==> config.mk <==
export PLATFORM = sky130hd
export DESIGN_NAME = regfile_wb_arbiter
export DESIGN_NICKNAME = d
export VERILOG_FILES = /design/src/rtl/regfile_pkg.sv /design/src/rtl/regfile_wb_arbiter_rr.sv /design/src/rtl/regfile_wb_arbiter.sv
export SDC_FILE = /design/constraint.sdc
export NUM_CORES = 1
export LEC_CHECK = 0
export ABC_CLOCK_PERIOD_IN_PS = 7900
export CAP_MARGIN = 10
export CORE_MARGIN = 2
export CORE_UTILIZATION = 30
export DETAILED_ROUTE_END_ITERATION = 8
export GPL_TIMING_DRIVEN = 0
export SYNTH_ARGS = -nofsm -noshare
export SYNTH_HDL_FRONTEND = slang
export SYNTH_SLANG_ARGS = --single-unit
==> constraint.sdc <==
create_clock -name clk -period 7.9 [get_ports clk]
set_input_delay 1.58 -clock clk [delete_from_list [all_inputs] [get_ports clk]]
set_output_delay 1.58 -clock clk [all_outputs]
set_load 0.01 [all_outputs]
==> src/rtl/regfile_pkg.sv <==
// Shared definitions for the register-file write-back path.
// Holds the round-robin pick helper used by the arbiter.
package regfile_pkg;

  localparam int unsigned AW      = 4;
  localparam int unsigned DW      = 32;
  localparam int unsigned NREGS   = 16;
  localparam logic [3:0]  PC_REG  = 4'd15;
  localparam int unsigned MAX_REQ = 8;
  localparam int unsigned MAX_PW  = 3;

  // First valid requester at or after ptr, circular over nreq entries; one-hot or zero.
  function automatic logic [MAX_REQ-1:0] rr_pick(input logic [MAX_REQ-1:0] valid,
                                                 input logic [MAX_PW-1:0]  ptr,
                                                 input int unsigned        nreq);
    logic [MAX_REQ-1:0] grant;
    logic [MAX_PW-1:0]  idx;
    grant = '0;
    for (int unsigned i = 0; i < MAX_REQ; i++) begin
      idx = MAX_PW'((32'(ptr) + i) % nreq);
      if ((i < nreq) && (grant == '0) && valid[idx]) begin
        grant[idx] = 1'b1;
      end
    end
    return grant;
  endfunction

endpackage

==> src/rtl/regfile_wb_arbiter_rr.sv <==
// Round-robin grant over NREQ requesters with a registered rotation pointer.
// The grant is combinational; the pointer advances past each granted requester.
module rr_arbiter #(
  parameter int unsigned NREQ = 3
) (
  input  logic            clk,
  input  logic            rst,
  input  logic [NREQ-1:0] valid,
  input  logic            hold,
  output logic [NREQ-1:0] grant_c
);
  import regfile_pkg::*;

  localparam int unsigned PW = (NREQ > 1) ? $clog2(NREQ) : 1;

  logic [PW-1:0]      rr_ptr;
  logic [PW-1:0]      ptr_next;
  logic [MAX_REQ-1:0] pick;
  logic               unused_pick;

  // Grant selection and pointer advance.
  always_comb begin
    pick     = rr_pick(MAX_REQ'(valid), MAX_PW'(rr_ptr), NREQ);
    grant_c  = (rst || hold) ? '0 : pick[NREQ-1:0];
    ptr_next = rr_ptr;
    for (int unsigned i = 0; i < NREQ; i++) begin
      if (grant_c[i]) begin
        ptr_next = PW'((i + 1) % NREQ);
      end
    end
  end

  assign unused_pick = ^pick;

  always_ff @(posedge clk) begin
    if (rst) begin
      rr_ptr <= '0;
    end else begin
      rr_ptr <= ptr_next;
    end
  end

endmodule

==> src/rtl/regfile_wb_arbiter.sv <==
// Write-back arbiter for the 16x32 register file: shares the general write port,
// redirects r15 writes to the dedicated port and merges fetch PC updates behind them.
module regfile_wb_arbiter #(
  parameter int unsigned NREQ = 3,
  parameter int unsigned AW   = 4,
  parameter int unsigned DW   = 32
) (
  input  logic               clk,
  input  logic               rst,
  input  logic [NREQ-1:0]    req_valid,
  input  logic [NREQ*AW-1:0] req_addr,
  input  logic [NREQ*DW-1:0] req_data,
  output logic [NREQ-1:0]    req_ready,
  input  logic               wb_hold,
  input  logic               pc_we,
  input  logic [DW-1:0]      pc_next,
  output logic               pc_stall,
  output logic               wEn1,
  output logic [AW-1:0]      wA1,
  output logic [DW-1:0]      wD1,
  output logic               wEn15,
  output logic [DW-1:0]      wDr15,
  output logic [15:0]        busy_mask
);
  import regfile_pkg::*;

  logic [NREQ-1:0]  grant_c;
  logic [AW-1:0]    sel_addr_c;
  logic [DW-1:0]    sel_data_c;
  logic             xfer_c;
  logic             redirect_c;
  logic             gen_c;
  logic [NREGS-1:0] busy_next_c;
  logic             wen1_q;
  logic             wen15_q;

  rr_arbiter #(.NREQ(NREQ)) u_arb (
    .clk     (clk),
    .rst     (rst),
    .valid   (req_valid),
    .hold    (wb_hold),
    .grant_c (grant_c)
  );

  assign req_ready = grant_c;

  // Mux the granted requester's payload and classify the transfer.
  always_comb begin
    sel_addr_c = '0;
    sel_data_c = '0;
    for (int unsigned i = 0; i < NREQ; i++) begin
      if (grant_c[i]) begin
        sel_addr_c = req_addr[i*AW +: AW];
        sel_data_c = req_data[i*DW +: DW];
      end
    end
    xfer_c      = |grant_c;
    redirect_c  = xfer_c && (sel_addr_c == AW'(PC_REG));
    gen_c       = xfer_c && !redirect_c;
    pc_stall    = pc_we && redirect_c;
    busy_next_c = '0;
    if (redirect_c) begin
      busy_next_c = NREGS'(1) << PC_REG;
    end else if (gen_c) begin
      busy_next_c = NREGS'(1) << sel_addr_c;
    end
  end

  // Stage register; the architectural r15 write takes priority over fetch.
  always_ff @(posedge clk) begin
    if (rst) begin
      wen1_q    <= 1'b0;
      wA1       <= '0;
      wD1       <= '0;
      wen15_q   <= 1'b0;
      wDr15     <= '0;
      busy_mask <= '0;
    end else begin
      wen1_q <= gen_c;
      if (gen_c) begin
        wA1 <= sel_addr_c;
        wD1 <= sel_data_c;
      end
      wen15_q <= redirect_c || pc_we;
      if (redirect_c) begin
        wDr15 <= sel_data_c;
      end else if (pc_we) begin
        wDr15 <= pc_next;
      end
      busy_mask <= busy_next_c;
    end
  end

  // A reset arriving while a write is staged must stop that write reaching the regfile.
  assign wEn1  = wen1_q && !rst;
  assign wEn15 = wen15_q && !rst;

endmodule

==> results of run 1 <==
-- registers in the layout, summed over array words and instances (netlist names) --
register      count
wen15_q           1
wD1              32
wA1               4
wDr15            32
wen1_q            1
u_arb.rr_ptr      2
busy_mask        16
-- worst max-delay path, stage by stage --
cell and delay [ns]:
clkdlybuf4s50_1 0.44, nor2_1 0.48, nand3_1 0.13, a2111oi_0 0.47
a211o_1 0.30, nor3b_2 0.34, o31ai_4 0.16, nor4_4 0.53
and2_1 0.20, clkdlybuf4s50_1 0.58
-- metal layers --
metal / GRT usage / wire length (um) / part of all wire / vias up
li1: - / - / - / 2318
met1: 0.245 / 7770 / 0.42 / 2360
met2: 0.384 / 9400 / 0.51 / 165
met3: 0.0391 / 954 / 0.052 / 13
met4: 0.0538 / 174 / 0.0095 / 0
met5: 0 / 0 / 0 / -
-- final cells by class --
class                           instances  area (um2)
Fill cell                            1481        8120
Multi-Input combinational cell        325        2720
Timing Repair Buffer                  235        2350
Sequential cell                        88        1760
Buffer                                 53         297
Tap cell                              216         270
Clock buffer                           11         243
Inverter                               11        41.3
Clock inverter                          3        20.0
-- cells in the mapped netlist (all sizes together), types with 4 or more instances --
| cell type | instances |
|---|---|
| dfxtp | 88 |
| mux2i | 36 |
| nand2b | 36 |
| a221oi | 34 |
| a211oi | 33 |
| mux2 | 33 |
| a41oi | 32 |
| o21bai | 32 |
| clkbuf | 27 |
| buf | 26 |
| nor2 | 20 |
| inv | 11 |
| ha | 8 |
| nand2 | 7 |
| o31ai | 6 |
| and3 | 4 |
| nor2b | 4 |
| nor3b | 4 |
| o31a | 4 |
| or2 | 4 |
-- metrics by stage --
step	area, um2	setup slack (ns)	power, W	instances
finish	7710	1.10	0.00147	942
global route	7710	0.846	0.00154	942
floorplan	4820	2.68	0.000835	477
detailed placement	7450	1.11	0.00109	928
CTS	7710	1.09	0.00148	942
global placement	7450	1.17	0.00108	928
-- cell families after synthesis --
logic type                 count (synthesis)  synth area share
AOI/OAI and AO/OA                        154             0.275
buffers and inverters                     64            0.0700
xor gates and xnor gates                   1           0.00182
muxes                                     69             0.152
adders and majority gates                  8            0.0208
and+or+nand+nor                           93             0.116
DFF                                       88             0.365
-- report_power, final --
part           switching, W  leakage, nW  internal [W]
Combinational      0.000281         2.00      0.000288
Sequential        0.0000220        0.718      0.000486
Clock              0.000175        0.123      0.000218
-- worst max-delay path by stage --
stage	start	depth (start not counted)	to
3_5_place_dp	req_valid[2]	10	pc_stall
6_report	wb_hold	10	pc_stall
3_3_place_gp	req_valid[2]	10	pc_stall
5_1_grt	wb_hold	10	pc_stall
4_1_cts	req_valid[2]	10	pc_stall
2_1_floorplan	wb_hold	8	pc_stall
==> results.toml, run 1 <==
[drt]
vias = 4856
drtIter0Drc = 202
drc = 0
drt-wirelength-per-cell_um = 19.4
drtAntennaViolNets = 0
first_pass_iters = 4
routed_wirelength_um = 18300
routed_via_density = 5.15

[synth]
synth_edf_count = 0
synth.area.top_cells = "dfxtp_1 (37%), mux2i_1 (7.5%), mux2_2 (7.5%)"
synth_area_mm2 = 0.00482
ys_seq_area_frac = 0.365
yosysTopAreaCell = "dfxtp_1"
yosys_most_used_dff = "dfxtp_1"
avgSynthCellArea_um2 = 10.1
ys_async_sr_fraction = 0
synth_seq_cells = 88
yosysWarnings = 0
yosys.area.top_type_share = 0.365
synth_nets = 632
syn-instance-count = 477
ys_types = 53

[final_layout]
drive_above_1_share = 0.125
final_common_cell = "clkdlybuf4s50_1"
fin_nets = 878
fin_util = 0.487
area_growth_pct = 59.8
layout_common_cells = "clkdlybuf4s50_1 (235), dfxtp_1 (88), mux2i_1 (36), nand2b_1 (36), a221oi_1 (34)"
antenna_cells = 0

[placed_design]
io_buffers = 235
dp_hpwl_um = 14100
gp_congestion = 0.802

[sta]
slew_headroom = 0.525
period_share = 0.861
max_freq_mhz = 147
fin_worst_skew_ns = 0.00514
rsz0062_at_grt = "false"
worstMarginPinSlew_ns = 0.713
finalMaxSlewViolations = 0
fin_crit_ns = 6.80
holdWs_ns = 0.476
finalSetupTns_ns = 0
setup_viol = 0
hold_viol = 0

[floorplanning]
start_util = 0.305
core-area_mm2 = 0.0158
dieArea_mm2 = 0.0171
io_pins = 237
die_w_um = 131
dieHeight_um = 131
placementRows = 46

[min_path]
worstHoldPathCells = 2
min_path_type = "reg2reg"
min_to = "wA1[2]$_SDFFE_PP0P_"
min_from = "wA1[2]$_SDFFE_PP0P_"

[worst_setup_path]
start_kind = "input pin"
reg2reg_depth = 13
regToRegSetupSlack_ns = 3.79
r2r_end = "wDr15[23]$_SDFFE_PP0P_"
r2r_start = "u_arb.rr_ptr[1]$_SDFFE_PP0P_"
path_max_fanout = 9
crit_required_ns = 6.32
cp-end-kind = "output pin"
crit_type = "in2out"
cp.arrival_ns = 5.22

[cts]
cts_sinks = 88
clk_latency_ns = 0.33
numCtsBuffers = 9
tritoncts = "built"
clkTransAtPathRegs_ns = 0.06
cts.hold.buffers_added = 0
ctsLongestPathBuffers = 2
post_cts_buffers = 0
cts-root-buf = "clkbuf_16"
cts_resized = 0
cts_max_level = 3

[power_and_ir_drop]
leakage_nw = 2.84
p_per_area_mw_per_mm2 = 191
peakVddDrop_uv = 104

[global_route]
grt_pass1_vias = 4960
gr-total-overflow = 0
grt_pass1_wl_um = 26900
grt.total_usage = 0.207
grt_max_degree = 14
antenna_found_initial = 0

[flow_run]
drv_cap = 0

[status]
outcome = "finished clean"
No activity file was read; power rests on OpenSTA's default activity.
==> inputs of run 2 (changes only) <==
--- a/config.mk
+++ b/config.mk
@@ -9,6 +9,7 @@
 export CAP_MARGIN = 10
 export CORE_MARGIN = 2
 export CORE_UTILIZATION = 30
+export CTS_CLUSTER_SIZE = 12
 export DETAILED_ROUTE_END_ITERATION = 8
 export GPL_TIMING_DRIVEN = 0
 export SYNTH_ARGS = -nofsm -noshare
==> results of run 2 <==
The final DEF is identical to that of run 1; final timing and power are the same.
